$ cat src/rtl/adc_pkg.sv
// Shared types and frame geometry for the AD7476-style ADC sampler.
//   ADC_FRAME_BITS   : SCLK rising edges per conversion frame
//   ADC_LEAD_BITS    : leading bits the ADC drives as zero
//   ADC_SAMPLE_WIDTH : conversion result width
//   adc_state_e      : frame sequencer states
package adc_pkg;

  localparam int unsigned ADC_FRAME_BITS   = 16;
  localparam int unsigned ADC_LEAD_BITS    = 4;
  localparam int unsigned ADC_SAMPLE_WIDTH = 12;

  typedef enum logic [1:0] {
    IDLE  = 2'd0,
    FRAME = 2'd1,
    QUIET = 2'd2
  } adc_state_e;

endpackage

$ cat src/rtl/adc_sample_timer.sv
// Conversion-rate timer: free-runs 0..SAMPLE_PERIOD-1 while enabled, held at
// zero while disabled, so the first tick lands on the first enabled cycle.
//   clock   : system clock
//   reset_n : asynchronous active-low reset
//   enable  : run the timer
//   tick    : high on every enabled cycle where the timer is zero
module adc_sample_timer #(
  parameter int unsigned SAMPLE_PERIOD = 2268
) (
  input  logic clock,
  input  logic reset_n,
  input  logic enable,
  output logic tick
);

  localparam int unsigned TIMER_W = $clog2(SAMPLE_PERIOD);

  logic [TIMER_W-1:0] r_timer;

  // Period counter with wrap; cleared whenever enable is low.
  always_ff @(posedge clock or negedge reset_n) begin
    if (!reset_n) begin
      r_timer <= '0;
    end else if (!enable) begin
      r_timer <= '0;
    end else if (r_timer == TIMER_W'(SAMPLE_PERIOD - 1)) begin
      r_timer <= '0;
    end else begin
      r_timer <= r_timer + TIMER_W'(1);
    end
  end

  assign tick = enable && (r_timer == '0);

endmodule

$ cat src/rtl/adc_sampler.sv
// SPI master for a 12-bit AD7476-style serial ADC. Each tick starts a
// 16-clock frame (4 leading zeros, MSB first); the result is presented as a
// one-cycle adc_sample/adc_valid strobe. No backpressure downstream.
//   clock      : system clock
//   reset_n    : asynchronous active-low reset
//   enable     : run conversions while high
//   adc_sdata  : serial data from ADC
//   adc_cs_n   : ADC chip select, active low
//   adc_sclk   : ADC serial clock, idles high
//   adc_sample : last converted sample (held between strobes)
//   adc_valid  : one-cycle strobe, adc_sample updated this cycle
//   lead_err   : one-cycle strobe with adc_valid when a leading bit was 1
// Build option: define ADC_SIGNED_EN to emit two's complement samples
// (MSB inverted) instead of raw straight binary. Timing is unchanged.
module adc_sampler
  import adc_pkg::*;
#(
  parameter int unsigned CLK_DIV       = 4,
  parameter int unsigned SAMPLE_PERIOD = 2268
) (
  input  logic                        clock,
  input  logic                        reset_n,
  input  logic                        enable,
  input  logic                        adc_sdata,
  output logic                        adc_cs_n,
  output logic                        adc_sclk,
  output logic [ADC_SAMPLE_WIDTH-1:0] adc_sample,
  output logic                        adc_valid,
  output logic                        lead_err
);

  localparam int unsigned CNT_W  = $clog2(2 * CLK_DIV);
  localparam int unsigned EDGE_W = $clog2(ADC_FRAME_BITS + 1);

  // Configuration guard: a frame plus the quiet gap must fit in one period.
  if (CLK_DIV < 2) begin : g_bad_div
    $fatal(1, "adc_sampler: CLK_DIV must be >= 2");
  end
  if (SAMPLE_PERIOD < 2 * CLK_DIV * ADC_FRAME_BITS + 2 * CLK_DIV + 2) begin : g_bad_period
    $fatal(1, "adc_sampler: SAMPLE_PERIOD too short for one frame");
  end

  adc_state_e                  r_state;
  logic [CNT_W-1:0]            r_cnt;
  logic [EDGE_W-1:0]           r_edges;
  logic [ADC_FRAME_BITS-1:0]   r_shift;
  logic                        r_sdata;
  logic                        w_tick;
  logic                        w_lead;
  logic [ADC_SAMPLE_WIDTH-1:0] w_sample;

  adc_sample_timer #(
    .SAMPLE_PERIOD(SAMPLE_PERIOD)
  ) u_timer (
    .clock  (clock),
    .reset_n(reset_n),
    .enable (enable),
    .tick   (w_tick)
  );

  // Serial input register.
  always_ff @(posedge clock or negedge reset_n) begin
    if (!reset_n) begin
      r_sdata <= 1'b0;
    end else begin
      r_sdata <= adc_sdata;
    end
  end

  assign w_lead = |r_shift[ADC_FRAME_BITS-1 -: ADC_LEAD_BITS];

`ifdef ADC_SIGNED_EN
  // Offset binary to two's complement.
  assign w_sample = {~r_shift[ADC_SAMPLE_WIDTH-1], r_shift[ADC_SAMPLE_WIDTH-2:0]};
`else
  assign w_sample = r_shift[ADC_SAMPLE_WIDTH-1:0];
`endif

  // Frame sequencer, SCLK divider and deserialiser.
  always_ff @(posedge clock or negedge reset_n) begin
    if (!reset_n) begin
      r_state    <= IDLE;
      r_cnt      <= '0;
      r_edges    <= '0;
      r_shift    <= '0;
      adc_cs_n   <= 1'b1;
      adc_sclk   <= 1'b1;
      adc_sample <= '0;
      adc_valid  <= 1'b0;
      lead_err   <= 1'b0;
    end else begin
      adc_valid <= 1'b0;
      lead_err  <= 1'b0;
      case (r_state)
        IDLE: begin
          adc_cs_n <= 1'b1;
          adc_sclk <= 1'b1;
          r_cnt    <= '0;
          r_edges  <= '0;
          if (w_tick) begin
            adc_cs_n <= 1'b0;
            r_state  <= FRAME;
          end
        end
        FRAME: begin
          if (r_edges == EDGE_W'(ADC_FRAME_BITS)) begin
            // All bits in: close the frame and publish the result.
            adc_cs_n   <= 1'b1;
            adc_sclk   <= 1'b1;
            adc_sample <= w_sample;
            adc_valid  <= 1'b1;
            lead_err   <= w_lead;
            r_cnt      <= '0;
            r_state    <= QUIET;
          end else if (r_cnt == CNT_W'(CLK_DIV - 1)) begin
            r_cnt    <= '0;
            adc_sclk <= ~adc_sclk;
            // Low-to-high transition: capture one bit, MSB first.
            if (!adc_sclk) begin
              r_shift <= {r_shift[ADC_FRAME_BITS-2:0], r_sdata};
              r_edges <= r_edges + EDGE_W'(1);
            end
          end else begin
            r_cnt <= r_cnt + CNT_W'(1);
          end
        end
        QUIET: begin
          // Minimum CS_n high time before the next conversion may start.
          if (r_cnt == CNT_W'(2 * CLK_DIV - 1)) begin
            r_cnt   <= '0;
            r_state <= IDLE;
          end else begin
            r_cnt <= r_cnt + CNT_W'(1);
          end
        end
        default: begin
          r_state <= IDLE;
        end
      endcase
    end
  end

endmodule

$ cat config.mk
export PLATFORM = sky130hd
export DESIGN_NAME = adc_sampler
export DESIGN_NICKNAME = d
export VERILOG_FILES = /design/src/rtl/adc_pkg.sv /design/src/rtl/adc_sample_timer.sv /design/src/rtl/adc_sampler.sv
export SDC_FILE = /design/constraint.sdc
export NUM_CORES = 1
export LEC_CHECK = 0
export CORE_MARGIN = 2
export CORE_UTILIZATION = 52
export CTS_CLUSTER_SIZE = 28
export DETAILED_ROUTE_END_ITERATION = 7
export PLACE_DENSITY = 0.75
export SYNTH_ARGS = -nofsm -noshare
export SYNTH_HDL_FRONTEND = slang
export SYNTH_SLANG_ARGS = --single-unit
$ cat constraint.sdc
create_clock -name clock -period 1.86 [get_ports clock]
set_input_delay 0.186 -clock clock [delete_from_list [all_inputs] [get_ports clock]]
set_output_delay 0.186 -clock clock [all_outputs]
set_load 0.005 [all_outputs]
# Word-level counts from Yosys, hierarchy flattened
# Cells that the tools add are included.
dict set report totals {
  register_bits 55
  inputBits 4
  out_inout_bits 16
  word_cells 65
}
dict set report op_classes {
  n_addsub 3
  eq_ne 13
  mux 24
  n_bitwise 2
  reduce_logical 12
}
# operator count
set ops {}
lappend ops {{12-bit 2-to-1 mux} 2}
lappend ops {{5-bit 2-to-1 mux} 3}
lappend ops {{12-bit by 1-bit adder with 12-bit output, second input constant} 1}
lappend ops {{12-bit equality test, second input constant} 1}
lappend ops {{12-bit zero test} 1}
lappend ops {{2-bit inequality test, second input constant} 5}
lappend ops {{5-bit one-hot mux with 2 select lines} 1}
lappend ops {{3-bit 2-to-1 mux} 3}
lappend ops {{3-bit one-hot mux with 3 select lines} 1}
lappend ops {{1-bit 2-to-1 mux} 8}
lappend ops {{4-bit AND reduction} 2}
lappend ops {{2-bit 2-to-1 mux} 3}
lappend ops {{2-bit one-hot mux with 3 select lines} 1}
lappend ops {{2-bit AND reduction} 3}
lappend ops {{5-bit by 1-bit adder with 5-bit output, second input constant} 1}
lappend ops {{5-bit equality test, second input constant} 1}
lappend ops {{1-bit one-hot mux with 2 select lines} 2}
lappend ops {{4-bit OR reduction} 1}
lappend ops {{3-bit by 1-bit adder with 3-bit output, second input constant} 1}
lappend ops {{3-bit by 2-bit equality test with 1-bit output, second input constant} 1}
lappend ops {{3-bit equality test, second input constant} 1}
lappend ops {{3-bit inequality test, second input constant} 1}
lappend ops {{3-bit AND reduction} 1}
lappend ops {{3-bit nonzero test} 1}
lappend ops {{other kinds (7)} 8}

# Logic depth before layout (Yosys ltp)
dict set report logic_depth {
  depth_word 5
  mapped_depth 7
}

# Cells and area by module
# Synthesis repeated with hierarchy kept, for this count alone.
dict set report hier_totals {
  cells_unflattened 210
  hier_area_um2 2657.5
}
# module instances cells_per_inst area_per_inst_um2
set by_module_without_submodules {}
lappend by_module_without_submodules {adc_sampler 1 143 1998.2}
lappend by_module_without_submodules {adc_sample_timer 1 67 659.4}

# Least setup slack after synthesis
# No wires, ideal clock.
dict set report synth_timing {
  kind {reg-to-reg}
  from {register r_edges[0]}
  to {register r_shift[10]}
  setup_time_ns 0.125
  arrival_time_ns 1.780
  t_required_ns 1.735
  setup_slack_ns -0.045
  stages_incl_launch_ff 8
  n_path_buf 1
  path_cell_list {dfrtp_1 > inv_1 > ha_1 > and4bb_1 > nand2b_4 > nor3b_4 > buf_6 > mux2_2}
}
dict set report synth_via {
  elab_chain_cells 3
}
# item line
set synth_lines {}
lappend synth_lines {{from (decl)} adc_sampler.sv:45} ;# logic [EDGE_W-1:0] r_edges;
lappend synth_lines {{from (signal assigned)} adc_sampler.sv:121} ;# r_edges <= r_edges + EDGE_W'(1);
lappend synth_lines {{5-bit equality test} adc_sampler.sv:106} ;# if (r_edges == EDGE_W'(ADC_FRAME_BITS)) begin
lappend synth_lines {{1-bit inverter (no source line)} --}
lappend synth_lines {{4-bit AND reduction (no source line)} --}
lappend synth_lines {{to (signal assigned)} adc_sampler.sv:120} ;# r_shift <= {r_shift[ADC_FRAME_BITS-2:0], r_sdata};
lappend synth_lines {{to (decl)} adc_sampler.sv:46} ;# logic [ADC_FRAME_BITS-1:0] r_shift;
# Every way passes these cells.
# A chain may end at the register's enable or synchronous reset.

# Final worst setup path
dict set report layout_timing {
  from {register r_edges[1]}
  to {register r_shift[6]}
}
# Same word-level chain as after synthesis.

==> flow_summary.toml <==
[sta]
timing.hold.ws_ns = 0.305
period_needed_ns = 1.85
maxSlewViolCount = 0
slew_headroom_pct = 65.5
fmax_mhz = 539
rsz0062_at_grt = "true"
worst_pin_slew_ns = 0.518
clock_skew_ns = 0.00865
setup_viol = 0
final_hold_viol_count = 0
period_share_pct = 99.7

[die]
rows = 25
die_height_um = 73.8
io_pins = 20
design.die.area_um2 = 5440
die_w_um = 73.8
coreArea_um2 = 4720
start_util_pct = 53.6

[global_routing]
grt.total_usage_pct = 17.4
grt_pass1_wl_um = 7290
grt_pass1_vias = 1558
gr-total-overflow = 0
grt_max_degree = 35
antenna_found_initial = 0

[route]
firstDrtPassIters = 4
drcViolationCount = 0
vias = 1549
ant_nets = 0
wire_per_inst_um = 13.3
via_per_inst = 4.98
wirelength_um = 4140
drt_iter0_drc = 74

[worst_setup_path]
slowest_stage = "dfrtp_1"
start_kind = "register"
worst_path_largest_cell_delay_ns = 0.35
crit_fanout = 7
crit_type = "reg2reg"
endpoint_kind = "register"
cp_cell_sequence = "inv_1 > ha_2 > and4bb_1 > nand2b_4 > nor3b_4 > clkbuf_16 > mux2_4"
crit_buf_inv = 2
cpLargestDelayFamily = "simple AND/OR/NAND/NOR gates"
worstPathArrival_ns = 2.05
timing.critical_path.required_ns = 2.06

[layout]
drive_gt1_share_pct = 27.9
finish.net_count = 259
area_delta_synth_final_pct = 22.9
num_antenna_cells = 0
layout.cells.non_filler = 311
final_util_pct = 65.9

[cts]
clk_pin_slew_ns = 0.10
htreeDepth = 2
clk_latency_ns = 0.30
cts_buffer_depth = 2
clockRootBuffer = "clkbuf_8"
cts_tree = "yes"
numCtsBuffers = 5
cts_sinks = 55

[synth]
synth_nets = 217
async_reset_ff_share_pct = 100
syn_inst = 201
synthTopCellsByArea = "dfrtp_1 52%, mux2_2 12%, ha_1 5.9%, nor2_1 2.5%, dfstp_2 2.1%"
ys_ff_latch = 55
synth_top_area_share_pct = 52.4
synth_edf_count = 0
yosysTopAreaCell = "dfrtp_1"
synth_ff_type = "dfrtp_1"
yosysSeqAreaShare_pct = 54.5
synth_cell_types = 41
avgSynthCellArea_um2 = 12.6
synth.cell_area_um2 = 2530
yosys_warnings = 0

[place]
gp_congestion = 0.786
dp_hpwl_um = 2970
place_inst = 299
portBuffers = 19

[pwr]
pwr_density_cell_nw_per_um2 = 793
p_leak_nw = 1.47
ir_drop_uv = 505

[flow_run]
maxCapViolations = 0

[worst_hold_path]
min_path_type = "in2reg"

[outcome]
status = "finished clean"
## metal layers
layer	up-vias	GRT usage, %	share of wire (%)
met5	-	0	0
met4	0	6.26	1.2
met3	4	2.88	2.2
met2	15	24.8	45
met1	745	26.6	52
li1	785	-	-
## cell usage in the layout (no fill, tap or decap), types with 3 or more instances in the layout
cell	synthesis	routed
dfrtp_1	53	53
clkdlybuf4s50_1	0	18
nor2_1	17	17
buf_4	0	16
mux2_4	0	14
mux2_2	28	14
inv_1	13	12
ha_1	12	10
nand2_1	7	7
xnor2_1	6	6
xor2_1	6	6
o21ai_0	6	6
nand3_1	5	5
a21oi_1	5	5
clkbuf_8	0	5
nand4_1	3	3
nor3_1	3	3
## path summary, 6_finish.rpt
path | from | slack (ns) | end | cells past startpoint
min | adc_sdata | 0.31 | r_sdata | 1
max reg2reg | r_edges[1] | 0.006 | r_shift[6] | 7
max | r_edges[1] | 0.006 | r_shift[6] | 7
min in group asynchronous | reset_n | 0.38 | r_cnt[0] | 2
max in group asynchronous | reset_n | 0.86 | adc_cs_n | 3
min reg2reg | u_timer.r_timer[0] | 0.48 | u_timer.r_timer[0] | 1
## cells in the mapped netlist (2+ instances only)
master    count
inv_1        13
xnor2_1       6
mux2_2       28
nor4_1        2
nor3_1        3
a22o_1        2
buf_6         2
a21oi_1       5
a31oi_1       2
dfrtp_1      53
buf_2         2
nand2b_1      2
o21ai_0       6
dfstp_2       2
nor2b_1       2
nand2_1       7
nand4_1       3
xor2_1        6
nor2_1       17
ha_1         12
nand3_1       5
nor3b_1       2
## stage by stage
| step | setup TNS (ns) | setup slack, ns | area [um2] | total power [mW] |
|---|---|---|---|---|
| global route | -0.651 | -0.0686 | 3110 | 2.61 |
| finish | 0 | 0.00560 | 3110 | 2.47 |
| global placement | 0 | 0.00330 | 2950 | 1.80 |
| CTS | -0.00469 | -0.00377 | 3060 | 2.49 |
| detailed placement | -0.0597 | -0.0480 | 2950 | 1.82 |
| floorplan | -0.375 | -0.0417 | 2570 | 1.63 |
## report_power, final
part / internal, mW / total [mW] / switching (mW) / leakage [nW]
clock network: 0.270 / 0.659 / 0.388 / 0.0485
logic: 0.237 / 0.519 / 0.282 / 0.671
registers: 1.25 / 1.29 / 0.0417 / 0.754
total: 1.75 / 2.47 / 0.712 / 1.47
## state kept, by name, summed over array words and instances (netlist names)
| signal | flops |
|---|---|
| adc_cs_n | 1 |
| adc_sample | 12 |
| adc_sclk | 1 |
| adc_valid | 1 |
| lead_err | 1 |
| r_cnt | 3 |
| r_edges | 5 |
| r_sdata | 1 |
| r_shift | 16 |
| r_state | 2 |
| u_timer.r_timer | 12 |
## cell type report
type / instances / area [um2]
clock inverter: 3 / 22.5
clock buffer: 5 / 68.8
sequential: 55 / 1380
fill: 363 / 1610
inverter: 13 / 48.8
tap: 67 / 83.8
timing repair buffer: 39 / 380
multi-input combinational: 129 / 1130
## logic make-up after synthesis
family                     Yosys count  share of synthesized area (%)
and+or+nand+nor                     56                           13.7
DFF                                 55                           54.5
muxes                               28                           12.5
AOI/OAI and AO/OA                   21                           6.03
buffers and inverters               17                           3.21
xor gates and xnor gates            12                           4.15
adders and majority gates           12                           5.93
## what timing repair did
action	CTS	global route
buffers inserted	0	2
hold buffers	1	0
pin swaps	0	3
gates resized for setup	2	4
hold endpoints to repair	20	0
setup endpoints to repair	2	15
cloned	0	1
Power figures use the tool's default switching activity.
